**config.mk**
```make
export PLATFORM = sky130hd
export DESIGN_NAME = host_bus_regs
export DESIGN_NICKNAME = d
export VERILOG_FILES = /design/src/rtl/host_regs_pkg.sv /design/src/rtl/cmd_sync_fifo.sv /design/src/rtl/host_bus_regs.sv
export SDC_FILE = /design/constraint.sdc
export NUM_CORES = 1
export LEC_CHECK = 0
export BUFFER_PORTS_ARGS = -buffer_cell sky130_fd_sc_hd__buf_2
export CAP_MARGIN = 40
export CORE_ASPECT_RATIO = 2
export CORE_UTILIZATION = 29
export CTS_BUF_LIST = sky130_fd_sc_hd__clkbuf_4 sky130_fd_sc_hd__clkbuf_8 sky130_fd_sc_hd__clkbuf_16
export DETAILED_ROUTE_END_ITERATION = 7
export PLACE_DENSITY = 0.5
export SLEW_MARGIN = 25
export SYNTH_ARGS = -nofsm -noshare
export SYNTH_HDL_FRONTEND = slang
export SYNTH_SLANG_ARGS = --single-unit
export TNS_END_PERCENT = 5
```
**constraint.sdc**
```tcl
create_clock -name clk -period 3.4 [get_ports clk]
set_clock_uncertainty 0.15 [all_clocks]
set_input_delay 0.68 -clock clk [delete_from_list [all_inputs] [get_ports clk]]
set_output_delay 0.68 -clock clk [all_outputs]
set_load 0.01 [all_outputs]
```
**src/rtl/host_regs_pkg.sv**
```systemverilog
// Shared constants for the host register block: register offsets, CTRL/STATUS
// bit positions and the block ID value.
package host_regs_pkg;

  localparam logic [7:0] REG_CTRL       = 8'h00;
  localparam logic [7:0] REG_STATUS     = 8'h04;
  localparam logic [7:0] REG_CMD_PUSH   = 8'h08;
  localparam logic [7:0] REG_STATUS_CLR = 8'h0C;
  localparam logic [7:0] REG_SCRATCH    = 8'h10;
  localparam logic [7:0] REG_ID         = 8'h14;

  localparam int CTRL_ENABLE_BIT = 0;
  localparam int CTRL_SRST_BIT   = 1;
  localparam int CTRL_IRQ_EN_BIT = 2;

  localparam int ST_EMPTY_BIT = 0;
  localparam int ST_FULL_BIT  = 1;
  localparam int ST_BUSY_BIT  = 2;
  localparam int ST_OVF_BIT   = 3;
  localparam int ST_DONE_BIT  = 4;
  localparam int ST_LEVEL_LSB = 8;

  localparam logic [31:0] HOST_ID = 32'h4750_0001;

endpackage

```
**src/rtl/cmd_sync_fifo.sv**
```systemverilog
// Single-clock command FIFO with synchronous flush; a push while full is
// accepted when a pop happens in the same cycle.
module cmd_sync_fifo #(
  parameter int WIDTH = 32,
  parameter int DEPTH = 16
) (
  input  logic                       clk,
  input  logic                       rst,
  input  logic                       push,
  input  logic [WIDTH-1:0]           wdata,
  input  logic                       pop,
  input  logic                       flush,
  output logic [WIDTH-1:0]           rdata,
  output logic                       full,
  output logic                       empty,
  output logic [$clog2(DEPTH):0]     level
);

  localparam int AW = $clog2(DEPTH);
  localparam int LW = AW + 1;

  logic [WIDTH-1:0] mem [DEPTH];
  logic [AW-1:0]    wr_ptr;
  logic [AW-1:0]    rd_ptr;
  logic [LW-1:0]    cnt;
  logic             push_ok;
  logic             pop_ok;

  assign empty   = (cnt == '0);
  assign full    = (cnt == LW'(DEPTH));
  assign level   = cnt;
  assign pop_ok  = pop & ~empty;
  assign push_ok = push & (~full | pop_ok);
  // Head is forced to zero when empty so the output is defined out of reset.
  assign rdata   = empty ? '0 : mem[rd_ptr];

  always_ff @(posedge clk) begin
    if (push_ok && !flush) begin
      mem[wr_ptr] <= wdata;
    end
  end

  always_ff @(posedge clk or posedge rst) begin
    if (rst) begin
      wr_ptr <= '0;
      rd_ptr <= '0;
      cnt    <= '0;
    end else if (flush) begin
      wr_ptr <= '0;
      rd_ptr <= '0;
      cnt    <= '0;
    end else begin
      if (push_ok) wr_ptr <= wr_ptr + 1'b1;
      if (pop_ok)  rd_ptr <= rd_ptr + 1'b1;
      case ({push_ok, pop_ok})
        2'b10:   cnt <= cnt + 1'b1;
        2'b01:   cnt <= cnt - 1'b1;
        default: cnt <= cnt;
      endcase
    end
  end

endmodule

```
**src/rtl/host_bus_regs.sv**
```systemverilog
// Host register block: CTRL/STATUS/SCRATCH/ID registers plus a command FIFO.
// Define HOST_REGS_IRQ_EN to include the done_pending/irq_en/o_irq logic.
module host_bus_regs
  import host_regs_pkg::*;
#(
  parameter int ADDR_WIDTH = 32,
  parameter int DATA_WIDTH = 32,
  parameter int FIFO_DEPTH = 16
) (
  input  logic                  clk,
  input  logic                  rst,
  input  logic                  i_bus_we,
  input  logic [ADDR_WIDTH-1:0] i_bus_addr,
  input  logic [DATA_WIDTH-1:0] i_bus_wdata,
  output logic [DATA_WIDTH-1:0] o_bus_rdata,
  output logic                  o_cmd_valid,
  input  logic                  i_cmd_ready,
  output logic [DATA_WIDTH-1:0] o_cmd_data,
  output logic                  o_gpu_enable,
  output logic                  o_soft_reset,
  input  logic                  i_gpu_busy,
  output logic                  o_irq
);

  localparam int LW = $clog2(FIFO_DEPTH) + 1;

  logic [7:0]            reg_off;
  logic                  unused_addr_bits;
  logic                  wr_ctrl, wr_push, wr_clr, wr_scratch;
  logic                  soft_rst_req;
  logic                  enable_q, soft_rst_q, ovf_q;
  logic [DATA_WIDTH-1:0] scratch_q;
  logic                  fifo_full, fifo_empty;
  logic [LW-1:0]         fifo_level;
  logic                  ovf_set;
  logic                  irq_en_q, done_q;
  logic [DATA_WIDTH-1:0] ctrl_word, status_word;

  assign reg_off          = {i_bus_addr[7:2], 2'b00};
  assign unused_addr_bits = ^{i_bus_addr[ADDR_WIDTH-1:8], i_bus_addr[1:0]};

  assign wr_ctrl      = i_bus_we & (reg_off == REG_CTRL);
  assign wr_push      = i_bus_we & (reg_off == REG_CMD_PUSH);
  assign wr_clr       = i_bus_we & (reg_off == REG_STATUS_CLR);
  assign wr_scratch   = i_bus_we & (reg_off == REG_SCRATCH);
  assign soft_rst_req = wr_ctrl & i_bus_wdata[CTRL_SRST_BIT];

  // Full implies non-empty, so a ready consumer always frees a slot this cycle.
  assign ovf_set = wr_push & fifo_full & ~i_cmd_ready;

  cmd_sync_fifo #(
    .WIDTH (DATA_WIDTH),
    .DEPTH (FIFO_DEPTH)
  ) u_cmd_fifo (
    .clk   (clk),
    .rst   (rst),
    .push  (wr_push),
    .wdata (i_bus_wdata),
    .pop   (i_cmd_ready),
    .flush (soft_rst_req),
    .rdata (o_cmd_data),
    .full  (fifo_full),
    .empty (fifo_empty),
    .level (fifo_level)
  );

  assign o_cmd_valid  = ~fifo_empty;
  assign o_gpu_enable = enable_q;
  assign o_soft_reset = soft_rst_q;

  always_ff @(posedge clk or posedge rst) begin
    if (rst) begin
      enable_q   <= 1'b0;
      soft_rst_q <= 1'b0;
      ovf_q      <= 1'b0;
      scratch_q  <= '0;
    end else begin
      soft_rst_q <= soft_rst_req;
      if (wr_ctrl)    enable_q  <= i_bus_wdata[CTRL_ENABLE_BIT];
      if (wr_scratch) scratch_q <= i_bus_wdata;
      if (soft_rst_req)                         ovf_q <= 1'b0;
      else if (ovf_set)                         ovf_q <= 1'b1;
      else if (wr_clr && i_bus_wdata[ST_OVF_BIT]) ovf_q <= 1'b0;
    end
  end

`ifdef HOST_REGS_IRQ_EN
  logic busy_q;
  logic done_set;

  assign done_set = busy_q & ~i_gpu_busy;

  always_ff @(posedge clk or posedge rst) begin
    if (rst) begin
      irq_en_q <= 1'b0;
      done_q   <= 1'b0;
      busy_q   <= 1'b0;
    end else begin
      busy_q <= i_gpu_busy;
      if (wr_ctrl) irq_en_q <= i_bus_wdata[CTRL_IRQ_EN_BIT];
      if (soft_rst_req)                          done_q <= 1'b0;
      else if (done_set)                         done_q <= 1'b1;
      else if (wr_clr && i_bus_wdata[ST_DONE_BIT]) done_q <= 1'b0;
    end
  end

  assign o_irq = irq_en_q & (done_q | ovf_q);
`else
  assign irq_en_q = 1'b0;
  assign done_q   = 1'b0;
  assign o_irq    = 1'b0;
`endif

  always_comb begin
    ctrl_word                  = '0;
    ctrl_word[CTRL_ENABLE_BIT] = enable_q;
    ctrl_word[CTRL_IRQ_EN_BIT] = irq_en_q;
  end

  // Level field is 8 bits wide; at depth 256 a full FIFO reads level 0 with full set.
  always_comb begin
    status_word                      = '0;
    status_word[ST_EMPTY_BIT]        = fifo_empty;
    status_word[ST_FULL_BIT]         = fifo_full;
    status_word[ST_BUSY_BIT]         = i_gpu_busy;
    status_word[ST_OVF_BIT]          = ovf_q;
    status_word[ST_DONE_BIT]         = done_q;
    status_word[ST_LEVEL_LSB +: 8]   = 8'(fifo_level);
  end

  always_ff @(posedge clk or posedge rst) begin
    if (rst) begin
      o_bus_rdata <= '0;
    end else begin
      case (reg_off)
        REG_CTRL:    o_bus_rdata <= ctrl_word;
        REG_STATUS:  o_bus_rdata <= status_word;
        REG_SCRATCH: o_bus_rdata <= scratch_q;
        REG_ID:      o_bus_rdata <= DATA_WIDTH'(HOST_ID);
        default:     o_bus_rdata <= '0;
      endcase
    end
  end

endmodule

```
==> results of run 1 <==
[critical path, delay by kind of cell (launching register included)]
kind	cells	cell delay, ns
AOI/OAI and AO/OA	1	0.11
buffers and inverters	4	0.65
DFF	1	0.43
muxes	2	0.70
[power breakdown]
part | switching [uW] | internal, uW | leakage [uW]
clock | 2700 | 3250 | 0.000816
combinational | 2920 | 2900 | 0.00285
sequential | 223 | 8030 | 0.00566
[kinds of logic (layout without fill, tap and decap cells)]
logic type / count (synthesis) / in the layout / synth area share [%]
AO/OA/AOI/OAI: 64 / 64 / 2.00
XOR/XNOR: 8 / 8 / 0.308
adder cells (fa/ha/maj): 9 / 9 / 0.528
buffers and inverters: 60 / 269 / 1.08
flip-flops: 592 / 592 / 76.4
multiplexers: 231 / 231 / 17.5
other: 1 / 1 / 0.0165
AND/OR/NAND/NOR: 86 / 86 / 2.18
[path summary, 6_finish.rpt]
path	from	end	slack [ns]	cells past startpoint
min reg2reg	scratch_q[17]	o_bus_rdata[17]	0.32	1
max reg2reg	u_cmd_fifo.level[1]	u_cmd_fifo.level[4]	0.25	10
max	u_cmd_fifo.rd_ptr[0]	o_cmd_data[30]	0.08	7
min	rst	o_bus_rdata[28]	0.03	2
max in group asynchronous	rst	u_cmd_fifo.level[0]	2.34	3
min in group clk	i_gpu_busy	o_bus_rdata[2]	0.25	2
[flip-flops by register name, indices dropped and copies added, names as in the netlist]
| signal | cells |
|---|---|
| scratch_q | 32 |
| u_cmd_fifo.mem | 512 |
| ovf_q | 1 |
| o_gpu_enable | 1 |
| u_cmd_fifo.rd_ptr | 4 |
| o_soft_reset | 1 |
| u_cmd_fifo.wr_ptr | 4 |
| u_cmd_fifo.level | 5 |
| o_bus_rdata | 32 |
[cell usage in the layout, fill, tap and decap left out, types with 6 or more instances in the layout]
cell / Yosys / final
a21o_1: 9 / 9
a22o_1: 8 / 8
and2_1: 34 / 18
and2_2: 0 / 16
buf_12: 0 / 26
buf_16: 0 / 6
buf_2: 14 / 109
buf_4: 1 / 22
clkbuf_16: 0 / 54
clkbuf_4: 0 / 6
clkinv_1: 0 / 14
clkinv_2: 0 / 7
clkinvlp_4: 0 / 6
dfrtp_1: 80 / 75
edfxtp_1: 512 / 512
ha_1: 8 / 8
inv_1: 7 / 6
mux2_2: 33 / 33
mux2i_1: 68 / 59
mux2i_2: 0 / 6
mux4_2: 128 / 128
nand2_1: 8 / 6
nor2_1: 18 / 18
o22ai_1: 32 / 30
xnor2_1: 6 / 6
[synth_stat cells (2+ instances only)]
master	number
edfxtp_1	512
and2_1	34
and4b_1	3
mux4_2	128
nand3_1	4
inv_1	7
buf_1	17
buf_2	14
xnor2_1	6
nor2_1	18
a22o_2	2
xor2_1	2
o21ai_0	3
mux2_2	33
a21oi_1	3
o22ai_1	32
a22o_1	8
clkbuf_1	21
nand2b_1	3
dfrtp_1	80
ha_1	8
nand4_1	4
mux2i_1	68
a21o_1	9
nand2_1	8
nor2b_1	2
[layout make-up]
cell class | count | area [um2] | area share [%]
multi-input combinational | 399 | 5230 | 19.3
clock buffer | 61 | 1400 | 5.16
tap | 1022 | 1280 | 4.72
inverter | 7 | 28.8 | 0.106
clock inverter | 34 | 287 | 1.06
sequential | 592 | 17400 | 64.2
timing repair buffer | 167 | 1480 | 5.45
[through the flow]
step                      worst slack [ns]  util, %
after detailed placement             0.272     32.5
final                               0.0827     35.1
after CTS                          -0.0186     34.9
after global routing               -0.0257     35.1
after global placement               0.309     32.5
after floorplan                      0.493        -
[repair_timing]
| action | 4_1_cts | 5_1_grt |
|---|---|---|
| hold endpoints to repair | 0 | 0 |
| cloned | 3 | 1 |
| endpoints found under the setup margin | 29 | 26 |
| buffers inserted | 5 | 0 |
| gates resized for setup | 8 | 18 |
| pin swaps | 0 | 0 |
[per-layer routing]
metal  share of wire [%]  GRT usage [%]  vias to the layer above  routed length (um)
met1                  40           17.6                     5858               22800
met5                   0              0                        -                   0
met3                 3.6           1.91                       74                2080
met4                 2.4           4.93                        0                1340
met2                  54           26.8                      237               30800
li1                    -              -                     4667                   -
==> qor.yml, run 1 <==
drt:
  viasPerCell: 4.75
  drtAntennaViolNets: 0
  drt-pass1-iter-count: 5
  drc: 0
  dr.first_iter.drc_count: 770
  wl_per_cell_um: 25.0
  vias: 10800
  wl_um: 57000
setup_path:
  max_stage_delay_ns: 0.51
  path_cells: "buf_12, buf_16, mux4_2, mux2i_1, o22ai_1, buf_4, buf_2"
  cp-end-kind: "output pin"
  worstPathRequired_ns: 2.57
  cp_max_fo: 10
  worstSetupStartpointType: "flip-flop"
  cp_data_arrival_time_ns: 2.49
  cpMaxStageDelayCell: "mux4_2"
  path_class: "reg2out"
pwr:
  powerDensity_mw_per_mm2: 739
  p_leak_uw: 0.00933
  peakVddDrop_mv: 0.416
  fin_total_pwr_uw: 20000
finish:
  nNetsFinal: 1297
  stdcell_count: 2282
  diodes: 0
  area_delta_synth_final_pct: 19.1
  finalInstanceArea_mm2: 0.0271
  fill_cells: 7197
  layout-drive-gt1-share_pct: 36.0
clock_tree:
  numCtsBuffers: 52
  clock_latency_ns: 0.59
  hold_buffers: 0
  cts_tree: "done"
  clkSinkCount: 592
  cts.htree.levels: 2
  root_buffer: "clkbuf_16"
  cts_buffer_depth: 3
  clkTransAtPathRegs_ns: 0.07
job:
  cap_violations: 0
timing:
  setup_viol: 0
  tns_ns: 0
  drv_slew: 0
  fmax_mhz: 301
  period_share_pct: 97.6
  hold_viol: 0
  hold_slack_ns: 0.0334
  max_slew_margin_pct: 46.9
  rsz0062_at_grt: "true"
  min_period_ns: 3.32
  tightest_slew_ns: 0.793
floorplan:
  die_h_um: 398
  coreArea_mm2: 0.0773
  rows: 144
  die_w_um: 200
  io_pins: 137
  dieArea_mm2: 0.0796
  initial_core_util_pct: 29.4
worst_hold_path:
  min_path_type: "in2async"
yosys:
  synthesis.area_mm2: 0.0227
  yosysSeqAreaShare_pct: 76.4
  ys_async_sr_fraction_pct: 13.5
  yosysTopAreaCell: "edfxtp_1"
  synth.distinct_cells: 48
  synth_nets: 1129
  synth_edf_count: 512
  syn_inst: 1051
  synthTopCellsByArea: "edfxtp_1 (68%), mux4_2 (13%), dfrtp_1 (8.8%)"
  avgSynthCellArea_um2: 21.6
  ys.flop_type: "edfxtp_1"
  yosys_warnings: 0
  ys_ff_latch: 592
  synth_top_area_share_pct: 67.6
outcome:
  status: "finished, final reports clean"
global_routing:
  grt_pass1_wl_um: 82400
  grt_max_degree: 42
  grt-ovfl-total: 0
  grt_util_all_layers_pct: 14.7
  grt_pass1_vias: 12000
  antenna_found_initial: 1
placement:
  dpl.hpwl_um: 31900
  place_inst: 2178
  placedInstanceArea_mm2: 0.0251
  routabilityCongestion: 0.707
  portBuffers: 109
Power figures use the tool's default switching activity.
==> inputs of run 2 (changes only) <==
CORE_MARGIN = 5   (was not set)
==> run 2 against run 1 <==
- sequential power about the same
- largest power group unchanged
- register-to-register slack improved by 0.14 ns
- critical path type unchanged
- critical path depth decreased by 1
- fmax decreased by 0.72%
- total power increased by 1.9%
- die area increased by 6.1%
- hold slack improved by 0.20 ns
- non-clock buffer count increased by 20
- global-route usage decreased by 1.2 points
- sequential share of layout area decreased by 0.61 points
- first-iteration DRC count decreased by 22%
- cell count increased by 1.3%
==> qor.yml, run 2 (synthesized netlist as in run 1, its figures left out) <==
pwr:
  swShare_pct: 28.7  # -0.51 points
  powerDensity_mw_per_mm2: 745  # +0.91%
  switchingPower_uw: 5840  # about the same
  p_leak_uw: 0.00950  # +1.8%
  p_int_uw: 14500  # +2.6%
  seqPwrFrac_pct: 40.5  # -0.7 points
  fin_total_pwr_uw: 20400  # +1.9%
  peakVddDrop_mv: 0.459  # +10%
  clockPowerShare_pct: 30.3  # +0.6 points
  pwr-share-comb_pct: 29.2  # +0.2 points
clock_tree:
  clkTransAtPathRegs_ns: 0.06  # about the same
  cts.htree.levels: 2  # unchanged
  numCtsBuffers: 52  # unchanged
  clkSinkCount: 592  # unchanged
  clock_latency_ns: 0.59  # about the same
  cts_buffer_depth: 3  # unchanged
  root_buffer: "clkbuf_16"
  cts_tree: "done"
drt:
  wl_per_cell_um: 25.0  # about the same
  dr.first_iter.drc_count: 600  # -22%
  viasPerCell: 4.76  # +0.21%
  drtAntennaViolNets: 0  # unchanged
  wl_um: 57800  # +1.4%
  vias: 11000  # +1.5%
  drt-pass1-iter-count: 5  # unchanged
  drc: 0  # unchanged
finish:
  layout_common_cells: "edfxtp_1 (512), mux4_2 (128), buf_2 (109)"
  layout-drive-gt1-share_pct: 37.1  # +1.1 points
  reg_top3: "u_cmd_fifo.mem x512, o_bus_rdata x32, scratch_q x32"
  utilization_pct: 35.1  # about the same
  largest_reg_flops: 512  # unchanged
  area_delta_synth_final_pct: 20.3
  final_common_cell: "edfxtp_1"
  top_register: "u_cmd_fifo.mem"
  nNetsFinal: 1317  # +1.5%
  diodes: 0  # unchanged
  fill_cells: 7362  # +2.3%
timing:
  fmax_mhz: 299  # -0.72%
  hold_viol: 0  # unchanged
  period_share_pct: 98.3  # +0.71 points
  rsz0062_at_grt: "true"
  max_slew_margin_pct: 54.2  # +7.3 points
  drv_slew: 0  # unchanged
  setup_slack_ns: 0.0585  # -0.0242 ns
  tightest_slew_ns: 0.687  # -0.106 ns
  min_period_ns: 3.34  # +0.0242 ns
  setup_viol: 0  # unchanged
setup_path:
  cp-end-kind: "output pin"
  worstPathRequired_ns: 2.57  # about the same
  cpMaxStageDelayCell: "mux4_2"
  path_class: "reg2out"
  worstSetupStartpointType: "flip-flop"
  critPathTopFamily: "multiplexers"
  cp_max_fo: 17  # +7
  cp_data_arrival_time_ns: 2.51  # +0.02 ns
  cp.depth: 6  # -1
  max_stage_delay_ns: 0.51  # about the same
  path_cells: "buf_16, buf_4, mux4_2, mux2i_1, o22ai_1, buf_2"
  crit_start: "u_cmd_fifo.rd_ptr[0]"
  worstRegToRegCells: 10  # unchanged
  rr_startpoint: "u_cmd_fifo.level[0]"
  path_buf_inv: 3  # -1
placement:
  routabilityCongestion: 0.723  # +2.3%
  dpl.hpwl_um: 32200  # +0.75%
  dp_slack_ns: 0.374  # +0.103 ns
  portBuffers: 109  # unchanged
global_routing:
  grt_pass1_wl_um: 83700  # +1.5%
  antenna_found_initial: 1  # unchanged
  grt_util_all_layers_pct: 13.5  # -1.2 points
  grt_pass1_vias: 12000  # -0.51%
  grt-ovfl-total: 0  # unchanged
  grt_max_degree: 43  # +2.4%
floorplan:
  die_h_um: 406  # +2.0%
  io_pins: 137  # unchanged
  initial_core_util_pct: 29.2  # -0.27 points
  coreArea_mm2: 0.0780  # +0.93%
  rows: 145  # +0.69%
  dieArea_mm2: 0.0845  # +6.1%
  die_w_um: 208  # +4.0%
worst_hold_path:
  min_from: "i_gpu_busy"
  min_path_type: "in2reg"
  hold_depth: 2
job:
  cap_violations: 0  # unchanged
outcome:
  status: "finished, final reports clean"
[run 2: cell types whose count changed in the layout (fill, tap and decap cells not counted), sizes merged]
cell	before	now
bufbuf	1	0
clkinv	21	15
dlygate4sd3	0	1
buf	165	184
clkbuf	62	72
inv	9	10
clkinvlp	7	4
bufinv	4	6
[run 2: layout make-up]
class / instances / area [um2] / area share (%)
tap: 1029 / 1290 / 4.71
inverter: 7 / 28.8 / 0.105
timing repair buffer: 187 / 1680 / 6.14
multi-input combinational: 399 / 5190 / 19.0
clock inverter: 28 / 309 / 1.13
clock buffer: 70 / 1470 / 5.36
sequential: 592 / 17400 / 63.6
[run 2: power by group through the flow]
| stage | registers, uW | clock network, uW | logic (uW) |
|---|---|---|---|
| 2_1_floorplan | 8240 | 0 | 3620 |
| 3_3_place_gp | 8390 | 0 | 5510 |
| 3_5_place_dp | 8400 | 0 | 5560 |
| 4_1_cts | 8260 | 6360 | 5800 |
| 5_1_grt | 8270 | 6630 | 6460 |
| 6_report | 8260 | 6170 | 5960 |
[run 2: routing by layer]
metal / global-route usage (%) / vias to the layer above / share of wire, %
met5: 0 / - / 0
met4: 3.66 / 0 / 2.1
met3: 1.84 / 70 / 3.6
met2: 24.4 / 245 / 53
met1: 17.0 / 5979 / 41
li1: - / 4708 / -
[run 2: timing repair]
item	CTS	global route
hold buffers	1	0
setup endpoints to repair	32	24
buffers inserted	2	20
gates cloned	2	2
resized for setup	15	8
endpoints found under the hold margin	27	0
pin swaps	0	1
[run 2: worst register-to-register path, cell delays in order, from the launching register on]
cell and delay (ns):
dfrtp_1 0.47, or4_1 0.58, o21a_4 0.26, nand2_1 0.10, inv_1 0.08, ha_1 0.34
nand2b_1 0.09, a21o_1 0.19, or3_1 0.31, a21o_1 0.19, a31oi_1 0.15
[run 2: final timing paths]
check	slack, ns	to
worst max-delay path	0.06	o_cmd_data[19]
max in group asynchronous	1.89	u_cmd_fifo.wr_ptr[3]
worst min register to register	0.32	o_bus_rdata[14]
worst max register to register	0.39	u_cmd_fifo.level[4]
min in group asynchronous	0.52	o_bus_rdata[28]
worst min-delay path	0.23	o_bus_rdata[2]
[run 2: stage by stage]
| step | std cells | cell area (um2) | hold slack (ns) | TNS [ns] |
|---|---|---|---|---|
| 3_5_place_dp | 2186 | 25200 | 0.310 | 0 |
| 4_1_cts | 2289 | 27100 | 0.180 | -0.0301 |
| 2_1_floorplan | 1051 | 22700 | 0.294 | 0 |
| 5_1_grt | 2312 | 27400 | 0.216 | -0.104 |
| 3_3_place_gp | 2186 | 25200 | 0.304 | 0 |
| 6_report | 2312 | 27400 | 0.235 | 0 |
==> inputs of run 3 (changes only) <==
CELL_PAD_IN_SITES_DETAIL_PLACEMENT = 2   (was not set)
CELL_PAD_IN_SITES_GLOBAL_PLACEMENT = 2   (was not set)
GPL_ROUTABILITY_DRIVEN = 0   (was not set)
PLACE_DENSITY = 0.59   (was 0.5)
==> run 3 against run 2 <==
- register-to-register slack barely moved
- sequential share of layout area fell by 0.44 points
- total power rose by 2.7%
- largest power group unchanged
- critical endpoint is now o_cmd_data[29]
- die area did not move
- first-iteration DRC count did not move
- global-route usage rose by 1.3 points
- worst setup slack got worse by 0.040 ns
- routed wire length rose by 9.0%
- highest routed layer unchanged
- via count rose by 1.4%
==> qor.yml, run 3 (synthesized netlist as in run 1, its figures left out) <==
finish:
  ff_latch_area_mm2: 0.0174  # unchanged
  layout-drive-gt1-share_pct: 37.7  # +0.62 points
  top_register: "u_cmd_fifo.mem"
  fill_cells: 7651  # +3.9%
  nNetsFinal: 1310  # -0.53%
  area_delta_synth_final_pct: 21.1
  largest_reg_flops: 512  # unchanged
  finalInstanceArea_mm2: 0.0275  # +0.70%
  multi_input_area_mm2: 0.00525  # +1.1%
  reg_top3: "u_cmd_fifo.mem x512, o_bus_rdata x32, scratch_q x32"
  layout_common_cells: "edfxtp_1 (512), mux4_2 (128), buf_2 (109)"
  stdcell_count: 2305  # -0.30%
  final_common_cell: "edfxtp_1"
global_routing:
  antenna_found_initial: 1  # unchanged
  grt_pass1_wl_um: 91900  # +9.8%
  grt-ovfl-total: 0  # unchanged
  grt_pass1_vias: 12900  # +7.6%
  grt_util_all_layers_pct: 14.8  # +1.3 points
  grt_max_degree: 53  # +23%
drt:
  drtAntennaViolNets: 0  # unchanged
  vias: 11200  # +1.4%
  drt-pass1-iter-count: 5  # unchanged
  wl_um: 63000  # +9.0%
  viasPerCell: 4.84  # +1.8%
  drc: 0  # unchanged
  wl_per_cell_um: 27.3  # +9.3%
  dr.first_iter.drc_count: 600  # unchanged
timing:
  max_slew_margin_pct: 51.4  # -2.8 points
  hold_slack_ns: 0.132  # -0.103 ns
  rsz0062_at_grt: "true"
  setup_viol: 0  # unchanged
  hold_viol: 0  # unchanged
  fmax_mhz: 296  # -1.2%
  period_share_pct: 99.4  # +1.2 points
  min_period_ns: 3.38  # +0.0398 ns
  tightest_slew_ns: 0.726  # +0.0391 ns
  drv_slew: 0  # unchanged
placement:
  placedInstanceArea_mm2: 0.0252  # unchanged
  dpl.hpwl_um: 36000  # +12%
  place_inst: 2186  # unchanged
  portBuffers: 109  # unchanged
floorplan:
  rows: 145  # unchanged
  dieArea_mm2: 0.0845  # unchanged
  initial_core_util_pct: 29.2  # unchanged
  io_pins: 137  # unchanged
  die_w_um: 208  # unchanged
  coreArea_mm2: 0.0780  # unchanged
  die_h_um: 406  # unchanged
setup_path:
  cp_data_arrival_time_ns: 2.55  # +0.04 ns
  crit_start: "u_cmd_fifo.rd_ptr[0]"
  rr_startpoint: "u_cmd_fifo.level[1]"
  path_buf_inv: 4  # +1
  max_stage_delay_ns: 0.49  # -0.02 ns
  worstRegToRegCells: 10  # unchanged
  cp-end-kind: "output pin"
  reg2reg_slack_ns: 0.40  # about the same
  path_cells: "buf_12, buf_12, clkbuf_16, mux4_2, mux2i_1, o22ai_2, buf_2"
  worst_path_most_repeated_cell: "buf_12"
  critPathTopFamily: "multiplexers"
  worstSetupStartpointType: "flip-flop"
  cp_max_fo: 5  # -12
  cp.depth: 7  # +1
  path_class: "reg2out"
  worstPathRequired_ns: 2.57  # about the same
  critPathCapture: "o_cmd_data[29]"
  r2r-end: "u_cmd_fifo.level[4]"
  cpMaxStageDelayCell: "mux4_2"
pwr:
  peakVddDrop_mv: 0.405  # -12%
  powerDensity_mw_per_mm2: 760  # +2.0%
  p_leak_uw: 0.00955  # +0.60%
clock_tree:
  root_buffer: "clkbuf_16"
  numCtsBuffers: 53  # +1.9%
  clock_latency_ns: 0.64  # +0.05 ns
  cts_buffer_depth: 3  # unchanged
  cts_tree: "done"
  clkSinkCount: 592  # unchanged
  clkTransAtPathRegs_ns: 0.07  # about the same
  cts.htree.levels: 2  # unchanged
job:
  cap_violations: 0  # unchanged
worst_hold_path:
  hold_depth: 2  # unchanged
  min_path_type: "in2reg"
outcome:
  status: "finished, final reports clean"
run 3: cell count changes in the layout (fill, tap and decap cells not counted), moves of 3 or more:
cell	previous run	this run
buf_4	34	19
mux2i_1	64	56
mux2i_2	4	12
clkbuf_4	15	10
clkbuf_16	55	59
clkbuf_8	2	6
buf_16	5	8
inv_16	0	3
o22ai_1	30	27
o22ai_2	2	5
run 3: metrics by stage:
step | setup TNS (ns) | setup WS [ns] | utilization [%] | total power [uW]
after floorplan | 0 | 0.493 | - | 11900
after global placement | 0 | 0.458 | 32.3 | 13900
after detailed placement | 0 | 0.394 | 32.3 | 14000
after CTS | -0.986 | -0.0677 | 35.0 | 21000
after global routing | -0.861 | -0.0847 | 35.3 | 21900
final | 0 | 0.0187 | 35.3 | 20900
run 3: worst min-delay path by stage:
stage | to | start | slack, ns
2_1_floorplan | o_bus_rdata[20] | scratch_q[20] | 0.29
3_3_place_gp | o_bus_rdata[25] | scratch_q[25] | 0.31
3_5_place_dp | o_bus_rdata[22] | scratch_q[22] | 0.32
4_1_cts | o_bus_rdata[2] | i_gpu_busy | 0.09
5_1_grt | o_bus_rdata[2] | i_gpu_busy | 0.11
6_report | o_bus_rdata[2] | i_gpu_busy | 0.13
run 3: timing repair:
action	CTS	global route
endpoints found under the hold margin	28	0
hold buffers	1	0
pin swaps	4	5
endpoints found under the setup margin	32	27
buffers inserted	7	2
gates cloned	4	7
gates resized for setup	25	15
run 3: cell type report:
cell class              instances  share of cell area (%)
flip-flops and latches        592                    63.1
multi-input cells             399                    19.0
repair buffers                179                    6.34
clock buffers                  69                    5.39
well taps                    1029                    4.67
clock inverters                29                    1.30
inverters                       7                   0.104
diodes                          1                 0.00909
run 3: power breakdown:
| part | total, uW | internal (uW) | switching, uW |
|---|---|---|---|
| clock network | 6420 | 3580 | 2840 |
| logic | 6300 | 3160 | 3140 |
| registers | 8220 | 8020 | 192 |
| total | 20900 | 14800 | 6170 |
run 3: routing by layer:
layer / GRT usage (%) / wire length [um]
met3: 2.32 / 2240
met2: 27.2 / 34100
met4: 4.20 / 1500
met5: 0 / 0
met1: 18.0 / 25200
